`src/rtl/apb4_mem_slave_if.sv`:
```
// APB4 bus bundle between a master and the memory slave.
// Clock and reset are not carried here; they stay plain module ports.
interface apb4_mem_slave_if #(
  parameter int DATA_WIDTH = 32,
  parameter int ADDR_WIDTH = 32
);
  logic                      PSELx;
  logic                      PENABLE;
  logic                      PWRITE;
  logic [ADDR_WIDTH-1:0]     PADDR;
  logic [DATA_WIDTH-1:0]     PWDATA;
  logic [DATA_WIDTH/8-1:0]   PSTRB;
  logic [DATA_WIDTH-1:0]     PRDATA;
  logic                      PREADY;
  logic                      PSLVERR;

  modport master (
    output PSELx, PENABLE, PWRITE, PADDR, PWDATA, PSTRB,
    input  PRDATA, PREADY, PSLVERR
  );

  modport slave (
    input  PSELx, PENABLE, PWRITE, PADDR, PWDATA, PSTRB,
    output PRDATA, PREADY, PSLVERR
  );
endinterface

```
`src/rtl/apb4_mem_slave.sv`:
```
// APB4 word-addressed memory slave with programmable wait states,
// an optional read-only upper region and a saturating error counter.
module apb4_mem_slave #(
  parameter int DATA_WIDTH  = 32,
  parameter int ADDR_WIDTH  = 32,
  parameter int DEPTH       = 16,
  parameter int WAIT_STATES = 0,
  parameter int RO_BASE     = DEPTH
) (
  input  logic                   i_clk,
  input  logic                   i_reset_n,
  apb4_mem_slave_if.slave        apb,
  output logic [7:0]             o_err_count
);

  localparam int NUM_LANES  = DATA_WIDTH / 8;
  localparam int ALIGN_BITS = $clog2(NUM_LANES);
  localparam int IDX_BITS   = $clog2(DEPTH);
  localparam logic [ADDR_WIDTH-1:0] ALIGN_MASK = ADDR_WIDTH'((1 << ALIGN_BITS) - 1);
  localparam logic [3:0]            WAIT_LOAD  = 4'(WAIT_STATES);

  typedef enum logic [1:0] {
    IDLE = 2'd0,
    WAIT = 2'd1,
    DONE = 2'd2
  } state_t;

  state_t                  state_q, state_d;
  logic [3:0]              cnt_q, cnt_d;
  logic                    pready_q, pready_d;
  logic                    pslverr_q, pslverr_d;
  logic [DATA_WIDTH-1:0]   prdata_q, prdata_d;
  logic [7:0]              err_cnt_q, err_cnt_d;
  logic [DATA_WIDTH-1:0]   mem_q [DEPTH];
  logic [DATA_WIDTH-1:0]   mem_d [DEPTH];

  logic [ADDR_WIDTH-1:0]   word_idx;
  logic [IDX_BITS-1:0]     mem_idx;
  logic                    access_err;
  logic                    is_setup;

  // Address decode is only consumed on the access edge, so it may follow PADDR freely.
  always_comb begin
    word_idx   = apb.PADDR >> ALIGN_BITS;
    mem_idx    = word_idx[IDX_BITS-1:0];
    access_err = (word_idx >= ADDR_WIDTH'(DEPTH))
              || ((apb.PADDR & ALIGN_MASK) != '0)
              || (apb.PWRITE && (word_idx >= ADDR_WIDTH'(RO_BASE)));
    is_setup   = apb.PSELx && !apb.PENABLE;
  end

  always_comb begin
    state_d   = state_q;
    cnt_d     = cnt_q;
    pready_d  = pready_q;
    pslverr_d = pslverr_q;
    prdata_d  = prdata_q;
    err_cnt_d = err_cnt_q;
    mem_d     = mem_q;

    case (state_q)
      IDLE: begin
        if (is_setup) begin
          state_d = WAIT;
          cnt_d   = WAIT_LOAD;
        end
      end

      WAIT: begin
        if (!apb.PSELx) begin
          state_d = IDLE;
        end else if (apb.PENABLE) begin
          if (cnt_q != 4'd0) begin
            cnt_d = cnt_q - 4'd1;
          end else begin
            state_d   = DONE;
            pready_d  = 1'b1;
            pslverr_d = access_err;
            if (access_err) begin
              if (err_cnt_q != 8'hFF) err_cnt_d = err_cnt_q + 8'd1;
              if (!apb.PWRITE) prdata_d = '0;
            end else if (apb.PWRITE) begin
              for (int i = 0; i < NUM_LANES; i++) begin
                if (apb.PSTRB[i]) mem_d[mem_idx][8*i +: 8] = apb.PWDATA[8*i +: 8];
              end
            end else begin
              prdata_d = mem_q[mem_idx];
            end
          end
        end
      end

      DONE: begin
        pready_d  = 1'b0;
        pslverr_d = 1'b0;
        if (is_setup) begin
          state_d = WAIT;
          cnt_d   = WAIT_LOAD;
        end else begin
          state_d = IDLE;
        end
      end

      default: state_d = IDLE;
    endcase
  end

  always_ff @(posedge i_clk or negedge i_reset_n) begin
    if (!i_reset_n) begin
      state_q   <= IDLE;
      cnt_q     <= 4'd0;
      pready_q  <= 1'b0;
      pslverr_q <= 1'b0;
      prdata_q  <= '0;
      err_cnt_q <= 8'd0;
      for (int i = 0; i < DEPTH; i++) mem_q[i] <= '0;
    end else begin
      state_q   <= state_d;
      cnt_q     <= cnt_d;
      pready_q  <= pready_d;
      pslverr_q <= pslverr_d;
      prdata_q  <= prdata_d;
      err_cnt_q <= err_cnt_d;
      mem_q     <= mem_d;
    end
  end

  assign apb.PRDATA  = prdata_q;
  assign apb.PREADY  = pready_q;
  assign apb.PSLVERR = pslverr_q;
  assign o_err_count = err_cnt_q;

endmodule

```
`src/flat_wrapper.sv`:
```
// flat-port wrapper written by rule: the top's interface ports become plain ports
module apb4_mem_slave_flat 
#(
  parameter int DATA_WIDTH  = 32,
  parameter int ADDR_WIDTH  = 32,
  parameter int DEPTH       = 16,
  parameter int WAIT_STATES = 0,
  parameter int RO_BASE     = DEPTH
)
  (i_clk, i_reset_n, o_err_count, apb_PSELx, apb_PENABLE, apb_PWRITE, apb_PADDR, apb_PWDATA, apb_PSTRB, apb_PRDATA, apb_PREADY, apb_PSLVERR);
  apb4_mem_slave_if #(.DATA_WIDTH(DATA_WIDTH), .ADDR_WIDTH(ADDR_WIDTH)) apb_i ();
  input  logic i_clk;
  input  logic i_reset_n;
  output logic [7:0] o_err_count;
  input wire logic [$bits(apb_i.PSELx)-1:0] apb_PSELx;
  input wire logic [$bits(apb_i.PENABLE)-1:0] apb_PENABLE;
  input wire logic [$bits(apb_i.PWRITE)-1:0] apb_PWRITE;
  input wire logic [$bits(apb_i.PADDR)-1:0] apb_PADDR;
  input wire logic [$bits(apb_i.PWDATA)-1:0] apb_PWDATA;
  input wire logic [$bits(apb_i.PSTRB)-1:0] apb_PSTRB;
  output wire logic [$bits(apb_i.PRDATA)-1:0] apb_PRDATA;
  output wire logic [$bits(apb_i.PREADY)-1:0] apb_PREADY;
  output wire logic [$bits(apb_i.PSLVERR)-1:0] apb_PSLVERR;
  assign apb_i.PSELx = apb_PSELx;
  assign apb_i.PENABLE = apb_PENABLE;
  assign apb_i.PWRITE = apb_PWRITE;
  assign apb_i.PADDR = apb_PADDR;
  assign apb_i.PWDATA = apb_PWDATA;
  assign apb_i.PSTRB = apb_PSTRB;
  assign apb_PRDATA = apb_i.PRDATA;
  assign apb_PREADY = apb_i.PREADY;
  assign apb_PSLVERR = apb_i.PSLVERR;
  apb4_mem_slave #(.DATA_WIDTH(DATA_WIDTH), .ADDR_WIDTH(ADDR_WIDTH), .DEPTH(DEPTH), .WAIT_STATES(WAIT_STATES), .RO_BASE(RO_BASE)) u_core (.i_clk(i_clk), .i_reset_n(i_reset_n), .apb(apb_i), .o_err_count(o_err_count));
endmodule
```
`config.mk`:
```
export PLATFORM = sky130hd
export DESIGN_NAME = apb4_mem_slave_flat
export DESIGN_NICKNAME = d
export VERILOG_FILES = /design/src/rtl/apb4_mem_slave_if.sv /design/src/rtl/apb4_mem_slave.sv /design/src/flat_wrapper.sv
export SDC_FILE = /design/constraint.sdc
export NUM_CORES = 1
export LEC_CHECK = 0
export BUFFER_PORTS_ARGS = -buffer_cell sky130_fd_sc_hd__buf_2
export CAP_MARGIN = 10
export CORE_UTILIZATION = 40
export DETAILED_ROUTE_END_ITERATION = 10
export PLACE_DENSITY = 0.56
export SETUP_SLACK_MARGIN = 0.5
export SYNTH_ARGS = -nofsm -noshare
export SYNTH_HDL_FRONTEND = slang
export SYNTH_SLANG_ARGS = --single-unit
```
`constraint.sdc`:
```
create_clock -name i_clk -period 3.2 [get_ports i_clk]
set_input_delay 0.16 -clock i_clk [delete_from_list [all_inputs] [get_ports i_clk]]
set_output_delay 0.16 -clock i_clk [all_outputs]
set_load 0.01 [all_outputs]
```
==> impl_metrics.ini, run 1 <==
[logic_synthesis]
syn_avg_cell_area_um2 = 13.8
seq_area_frac_synth_pct = 51.5
syn-num-nets = 2052
ys_seq_elements = 560
synth_edf_count = 0
syn_area_mm2 = 0.0272
syn_inst = 1976
async_flop_share_pct = 100
ys.flop_type = dfrtp_1
synth_cell_types = 52
synth_warnings = 0

[worst_setup_path]
cp.buffers_inverters = 2
critical_path_class = reg -> reg
reg2reg_depth = 7
worstPathArrival_ns = 3.13
worst-path-stages = 7
cp_top_family = simple AND/OR/NAND/NOR gates
cp_max_fo = 86
cp-end-kind = flip-flop
crit_slowest_cell = or4_1
worstSetupStartpointType = flip-flop
worstPathRequired_ns = 3.67
worstPathCellList = inv_1 -> ha_1 -> nor3b_2 -> nand2_4 -> buf_12 -> or4_1 -> mux2_2
slowest_delay_ns = 0.78

[finish]
drive_gt1_share_pct = 44.7
antenna_cells = 0
multi_input_area_mm2 = 0.0124
n_fill_cell = 5905
final_cell_mix = 560 x dfrtp_1, 542 x mux2_2, 109 x buf_2
fin_area_mm2 = 0.0313
area_growth_pct = 15.2
seq_area_mm2 = 0.0140
final_common_cell = dfrtp_1
final_nets = 2156

[die]
die_y_um = 263
die_area_mm2 = 0.0690
num_io_pins = 115
rows = 95
die_w_um = 263
core_area_mm2 = 0.0672
initial_utilization_pct = 40.5

[global_route]
gr-total-overflow = 0
first_global_vias = 18400
antenna_found_initial = 1
grt_max_degree = 88
grt_pass1_wl_um = 114000
grtUsageTotal_pct = 21.3

[routing]
antenna_left = 0
drt_first_pass_iters = 4
drc = 0
wl_per_cell_um = 24.1
drt_wl_total_um = 72300
vias = 17200
vias_per_cell = 5.73
drtIter0Drc = 1031

[timing]
rsz0062_at_grt = yes
tns_ns = 0
finalHoldViolations = 0
slew_viol_final = 0
final.setup_skew_ns = 0.0261
fin_crit_sh_pct = 83.1
finalSetupViolations = 0
worst_pin_slew_ns = 0.851
max_slew_margin_pct = 43.3
fmaxAchievable_ghz = 0.376
post-route-min-period_ns = 2.66

[clocking]
path_clk_slew_ns = 0.05
clkLatencyLatePin_ns = 0.61
cts.sinks = 560
cts_tree = built
htreeDepth = 3
cts_buffers = 66
cts-root-buf = clkbuf_16
cts_buffer_depth = 3

[job]
drv_cap = 0

[power]
irDropWorstVdd_mv = 0.383
p_leak_nw = 15.4
powerDensity_mw_per_mm2 = 503
power_w = 0.0158

[placed_design]
hpwl_um = 45500
port_buffers = 114
postPlaceCellArea_mm2 = 0.0289
place_congestion = 0.766

[min_path]
hold_depth = 2
hp-class = in -> reg

[run_status]
outcome = finished, final reports clean
## cell families after synthesis
kind of cell             share of synthesized area, %
adder cells (fa/ha/maj)                         0.138
multiplexers                                     28.8
flip-flops                                       51.5
AO/OA/AOI/OAI                                    8.41
XOR/XNOR                                        0.290
AND/OR/NAND/NOR                                  7.80
buffers and inverters                            3.02
## per-layer routing
| metal | global-route usage (%) | wire length, um | up-vias |
|---|---|---|---|
| met3 | 3.65 | 2960 | 109 |
| li1 | - | - | 7622 |
| met5 | 0 | 7 | - |
| met1 | 29.7 | 33700 | 9134 |
| met4 | 6.96 | 1790 | 2 |
| met2 | 33.5 | 33800 | 343 |
## synthesized netlist by cell type, types with 7 or more instances
cell type | number | area share (%)
a22o_1 | 32 | 1.0
nor2_1 | 35 | 0.48
clkbuf_1 | 104 | 1.4
a211o_1 | 31 | 1.0
o21ai_0 | 37 | 0.68
o2111a_1 | 31 | 1.3
buf_1 | 20 | 0.28
a22oi_1 | 31 | 0.86
xnor2_1 | 7 | 0.23
buf_2 | 30 | 0.55
nand3_1 | 52 | 0.96
a21boi_0 | 32 | 0.88
buf_4 | 7 | 0.19
nor4_1 | 7 | 0.16
mux4_2 | 32 | 2.7
o21a_1 | 32 | 0.88
nor4_4 | 48 | 3.8
mux2i_1 | 98 | 3.6
mux2_2 | 542 | 22
dfrtp_1 | 560 | 52
o31ai_1 | 33 | 0.91
or4_1 | 17 | 0.47
a21oi_1 | 31 | 0.57
nand2_1 | 54 | 0.75
## state kept, by name (all words and copies together) (netlist names)
register	cells
u_core.apb.PREADY	1
u_core.apb.PRDATA	32
u_core.apb.PSLVERR	1
u_core.o_err_count	8
u_core.cnt_q	4
u_core.state_q	2
u_core.mem_q	512
## path summary, 6_finish.rpt
path / startpoint / to / slack (ns)
min: apb_PWDATA[3] / u_core.mem_q[195] / 0.04
max: u_core.cnt_q[0] / u_core.mem_q[409] / 0.54
max reg2reg: u_core.cnt_q[0] / u_core.mem_q[409] / 0.54
max in group asynchronous: i_reset_n / u_core.mem_q[142] / 1.98
min in group asynchronous: i_reset_n / u_core.o_err_count[4] / 0.16
min reg2reg: u_core.mem_q[152] / u_core.mem_q[152] / 0.50
## area by class of cell
type / count / share of cell area, %
Clock inverter: 21 / 0.927
Tap cell: 873 / 3.49
Sequential cell: 560 / 44.8
Multi-Input combinational cell: 1239 / 39.7
Inverter: 5 / 0.0599
Timing Repair Buffer: 208 / 4.77
Clock buffer: 97 / 6.30
## metrics by stage
stage	hold slack [ns]	instances	util, %	setup slack [ns]
after floorplan	-0.136	1976	-	0.845
after global placement	0.227	2878	43.1	0.458
after detailed placement	0.225	2878	43.1	0.417
after CTS	0.00165	3003	46.6	0.444
after global routing	0.0465	3003	46.6	0.452
final	0.0384	3003	46.6	0.540
## repair_timing
item	in CTS	in global routing
endpoints found under the hold margin	110	0
resized for setup	3	8
pin swaps	0	0
buffers inserted	1	0
setup endpoints to repair	126	424
hold buffers	6	0
## power by group
group	switching, W	internal (W)	leakage (nW)
clock	0.00300	0.00470	1.10
combinational	0.000647	0.000277	6.50
sequential	0.0000280	0.00711	7.82
total	0.00368	0.0121	15.4
No activity file was read; power rests on OpenSTA's default activity.
==> run 2, diff against run 1 <==
--- a/config.mk
+++ b/config.mk
@@ -5,6 +5,7 @@
 export SDC_FILE = /design/constraint.sdc
 export NUM_CORES = 1
 export LEC_CHECK = 0
+export ABC_AREA = 1
 export BUFFER_PORTS_ARGS = -buffer_cell sky130_fd_sc_hd__buf_2
 export CAP_MARGIN = 10
 export CORE_UTILIZATION = 40
==> constraint.sdc (replaced) <==
create_clock -name i_clk -period 2.7 [get_ports i_clk]
set_input_delay 0.135 -clock i_clk [delete_from_list [all_inputs] [get_ports i_clk]]
set_output_delay 0.135 -clock i_clk [all_outputs]
set_load 0.01 [all_outputs]
==> impl_metrics.ini, run 2 <==
[run_status]
outcome = finished, final reports clean

[die]
num_io_pins = 115
initial_utilization_pct = 40.5
core_area_mm2 = 0.0716
rows = 98
die_w_um = 271
die_y_um = 271
die_area_mm2 = 0.0736

[placed_design]
place_congestion = 0.820
port_buffers = 114
hpwl_um = 58800

[routing]
vias_per_cell = 5.19
drtIter0Drc = 2937
antenna_left = 0
drc = 0
vias = 25700
drt_wl_total_um = 97000
drt_first_pass_iters = 5
wl_per_cell_um = 19.6

[power]
p_int_w = 0.0146
irDropWorstVdd_mv = 0.476
power.switching_w = 0.00522
pwr-share-comb_pct = 10.6
powerDensity_mw_per_mm2 = 590
pwr-share-clk_pct = 46.4
p_leak_nw = 18.6
swShare_pct = 26.4
power_frac_seq_pct = 43.1

[logic_synthesis]
syn_area_mm2 = 0.0290
syn_inst = 3888
synth_compound_area_share_pct = 1.35
muxShareOfSynthArea_pct = 0
synth.largest_area_cell = dfrtp_1
yosys-top-cells-count = 1574 x nand2_1, 572 x nor2_1, 560 x dfrtp_1, 528 x nand3_1, 162 x inv_1
seq_area_frac_synth_pct = 48.3
ys.flop_type = dfrtp_1
synth_cell_types = 31
async_flop_share_pct = 100
synth_top_area_share_pct = 48.3
synth.most_common_cell = nand2_1
syn_avg_cell_area_um2 = 7.46
synth_area_leaders = dfrtp_1 48%, nand2_1 20%, nand3_1 9.1%, nor2_1 7.4%, nand4_4 4.4%
synth_warnings = 0
synth_edf_count = 0
ys_seq_elements = 560
synthSimpleGateAreaFrac_pct = 43.3
syn-num-nets = 3964
synthAdderAreaFrac_pct = 0.129
synth_xor_area_share_pct = 0.272
synth_top_family_by_area = simple AND/OR/NAND/NOR gates

[timing]
final.setup_skew_ns = 0.0253
rsz0062_at_grt = yes
worst_pin_slew_ns = 0.726
max_slew_margin_pct = 51.6
finalSetupViolations = 0
fin_crit_sh_pct = 78.5
holdWs_ns = 0.0293
slew_viol_final = 0
tns_ns = 0
finalHoldViolations = 0
fmaxAchievable_ghz = 0.472
post-route-min-period_ns = 2.12

[min_path]
worstHoldEndpoint = u_core.mem_q[316]
min_from = apb_PWDATA[28]
hp-class = in -> reg
hold_depth = 3

[global_route]
antenna_found_initial = 4
met3_usage_pct = 2.95
use_met1_pct = 38.2
grt_max_degree = 93
gr-total-overflow = 0
grtUsageTotal_pct = 26.2
first_global_vias = 24900
grt_pass1_wl_um = 151000
use_met2_pct = 41.6
grt.busiest_layer = met2

[finish]
largest_register = u_core.mem_q
final_common_cell = nand2_1
multi_input_area_mm2 = 0.0132
n_fill_cell = 7213
largest_reg_flops = 512
drive_gt1_share_pct = 11.3
final_nets = 4029
utilization_pct = 46.9
final_cell_mix = 1569 x nand2_1, 565 x nor2_1, 560 x dfrtp_1
area_growth_pct = 15.6
seq_area_mm2 = 0.0140

[clocking]
cts_buffers = 61
htreeDepth = 2
clkLatencyLatePin_ns = 0.64
cts_tree = built
cts-root-buf = clkbuf_16
cts.sinks = 560
path_clk_slew_ns = 0.06
cts_buffer_depth = 3

[worst_setup_path]
cp-end-kind = flip-flop
crit_top_cell = nand3_1
worstPathRequired_ns = 3.27
critical_path_class = reg -> reg
worstPathCellList = inv_1 -> ha_1 -> nand3_2 -> nor3_4 -> nand3_1 -> buf_4 -> nor2_4 -> clkbuf_16 -> nand3_1 -> nand2_1
cp_max_fo = 92
worstSetupStartpointType = flip-flop
slowest_delay_ns = 0.36
worstPathArrival_ns = 2.69
r2r_start = u_core.cnt_q[1]
reg2reg_depth = 10
crit_slowest_cell = dfrtp_1
reg2reg_to = u_core.mem_q[336]
r2r_slack_ns = 0.58

[job]
drv_cap = 0
[run 2: cell count changes after synthesis, sizes merged, moves of 33 or more]
| cell | change |
|---|---|
| buf | +97 |
| inv | +166 |
| mux2 | -544 |
| mux2i | -98 |
| nand2 | +1524 |
| nand3 | +476 |
| nand4 | +96 |
| nor2 | +558 |
| nor4 | -56 |
| o21ai | +37 |
| o31ai | -33 |
[run 2: routing by layer]
metal	wire [um]	part of all wire, %
met1	44600	46
met2	44800	46
met3	5800	6.0
met4	1750	1.8
met5	13	0.013
[run 2: worst max-delay path, delay by kind of cell (launching register included)]
| kind | cells | cell delay (ns) |
|---|---|---|
| buffers and inverters | 3 | 0.66 |
| flip-flops | 1 | 0.36 |
| adder cells (fa/ha/maj) | 1 | 0.17 |
| AND/OR/NAND/NOR | 6 | 0.76 |
[run 2: worst max-delay path by stage]
stage / startpoint / end / slack, ns / depth (start not counted)
floorplan: u_core.cnt_q[0] / u_core.mem_q[504] / 0.94 / 9
global placement: u_core.cnt_q[0] / u_core.mem_q[442] / 0.42 / 9
detailed placement: u_core.cnt_q[0] / u_core.mem_q[441] / 0.36 / 9
CTS: u_core.cnt_q[0] / u_core.mem_q[358] / 0.53 / 10
global route: u_core.cnt_q[1] / u_core.mem_q[353] / 0.48 / 10
finish: u_core.cnt_q[1] / u_core.mem_q[336] / 0.58 / 10
[run 2: logic make-up (layout without fill, tap and decap cells)]
| family | Yosys count | in the layout |
|---|---|---|
| flip-flops | 560 | 560 |
| AO/OA/AOI/OAI | 77 | 77 |
| XOR/XNOR | 9 | 9 |
| other | 0 | 1 |
| adder cells (fa/ha/maj) | 3 | 3 |
| AND/OR/NAND/NOR | 2798 | 2798 |
| buffers and inverters | 441 | 554 |
[run 2: final cells by class]
cell class | count | area share [%]
Sequential cell | 560 | 41.8
Multi-Input combinational cell | 2887 | 39.2
Timing Repair Buffer | 270 | 7.03
Clock buffer | 85 | 5.21
Tap cell | 950 | 3.54
Inverter | 173 | 1.95
Clock inverter | 26 | 1.26
Antenna cell | 1 | 0.00746
[run 2: per-stage QoR]
stage | std cells | power (W) | setup slack [ns] | instance area [um^2]
2_1_floorplan | 3888 | 0.00979 | 0.936 | 29000
3_3_place_gp | 4786 | 0.0107 | 0.422 | 30700
3_5_place_dp | 4786 | 0.0107 | 0.363 | 30700
4_1_cts | 4942 | 0.0200 | 0.532 | 33400
5_1_grt | 4952 | 0.0205 | 0.476 | 33600
6_report | 4952 | 0.0198 | 0.580 | 33600
[run 2: power groups by stage]
stage               registers [W]  logic, W  clock network [W]
finish                    0.00853   0.00209            0.00918
global route              0.00853   0.00229            0.00966
CTS                       0.00853   0.00208            0.00934
detailed placement        0.00868   0.00198                  0
global placement          0.00868   0.00197                  0
floorplan                 0.00869   0.00110                  0
[run 2: timing repair]
action                     4_1_cts  5_1_grt
setup buffers                    8        6
hold endpoints to repair       520        0
pin swaps                        3        4
setup endpoints to repair      444      441
cloned                           3        3
gates resized for setup          6       16
hold buffers                    34        0
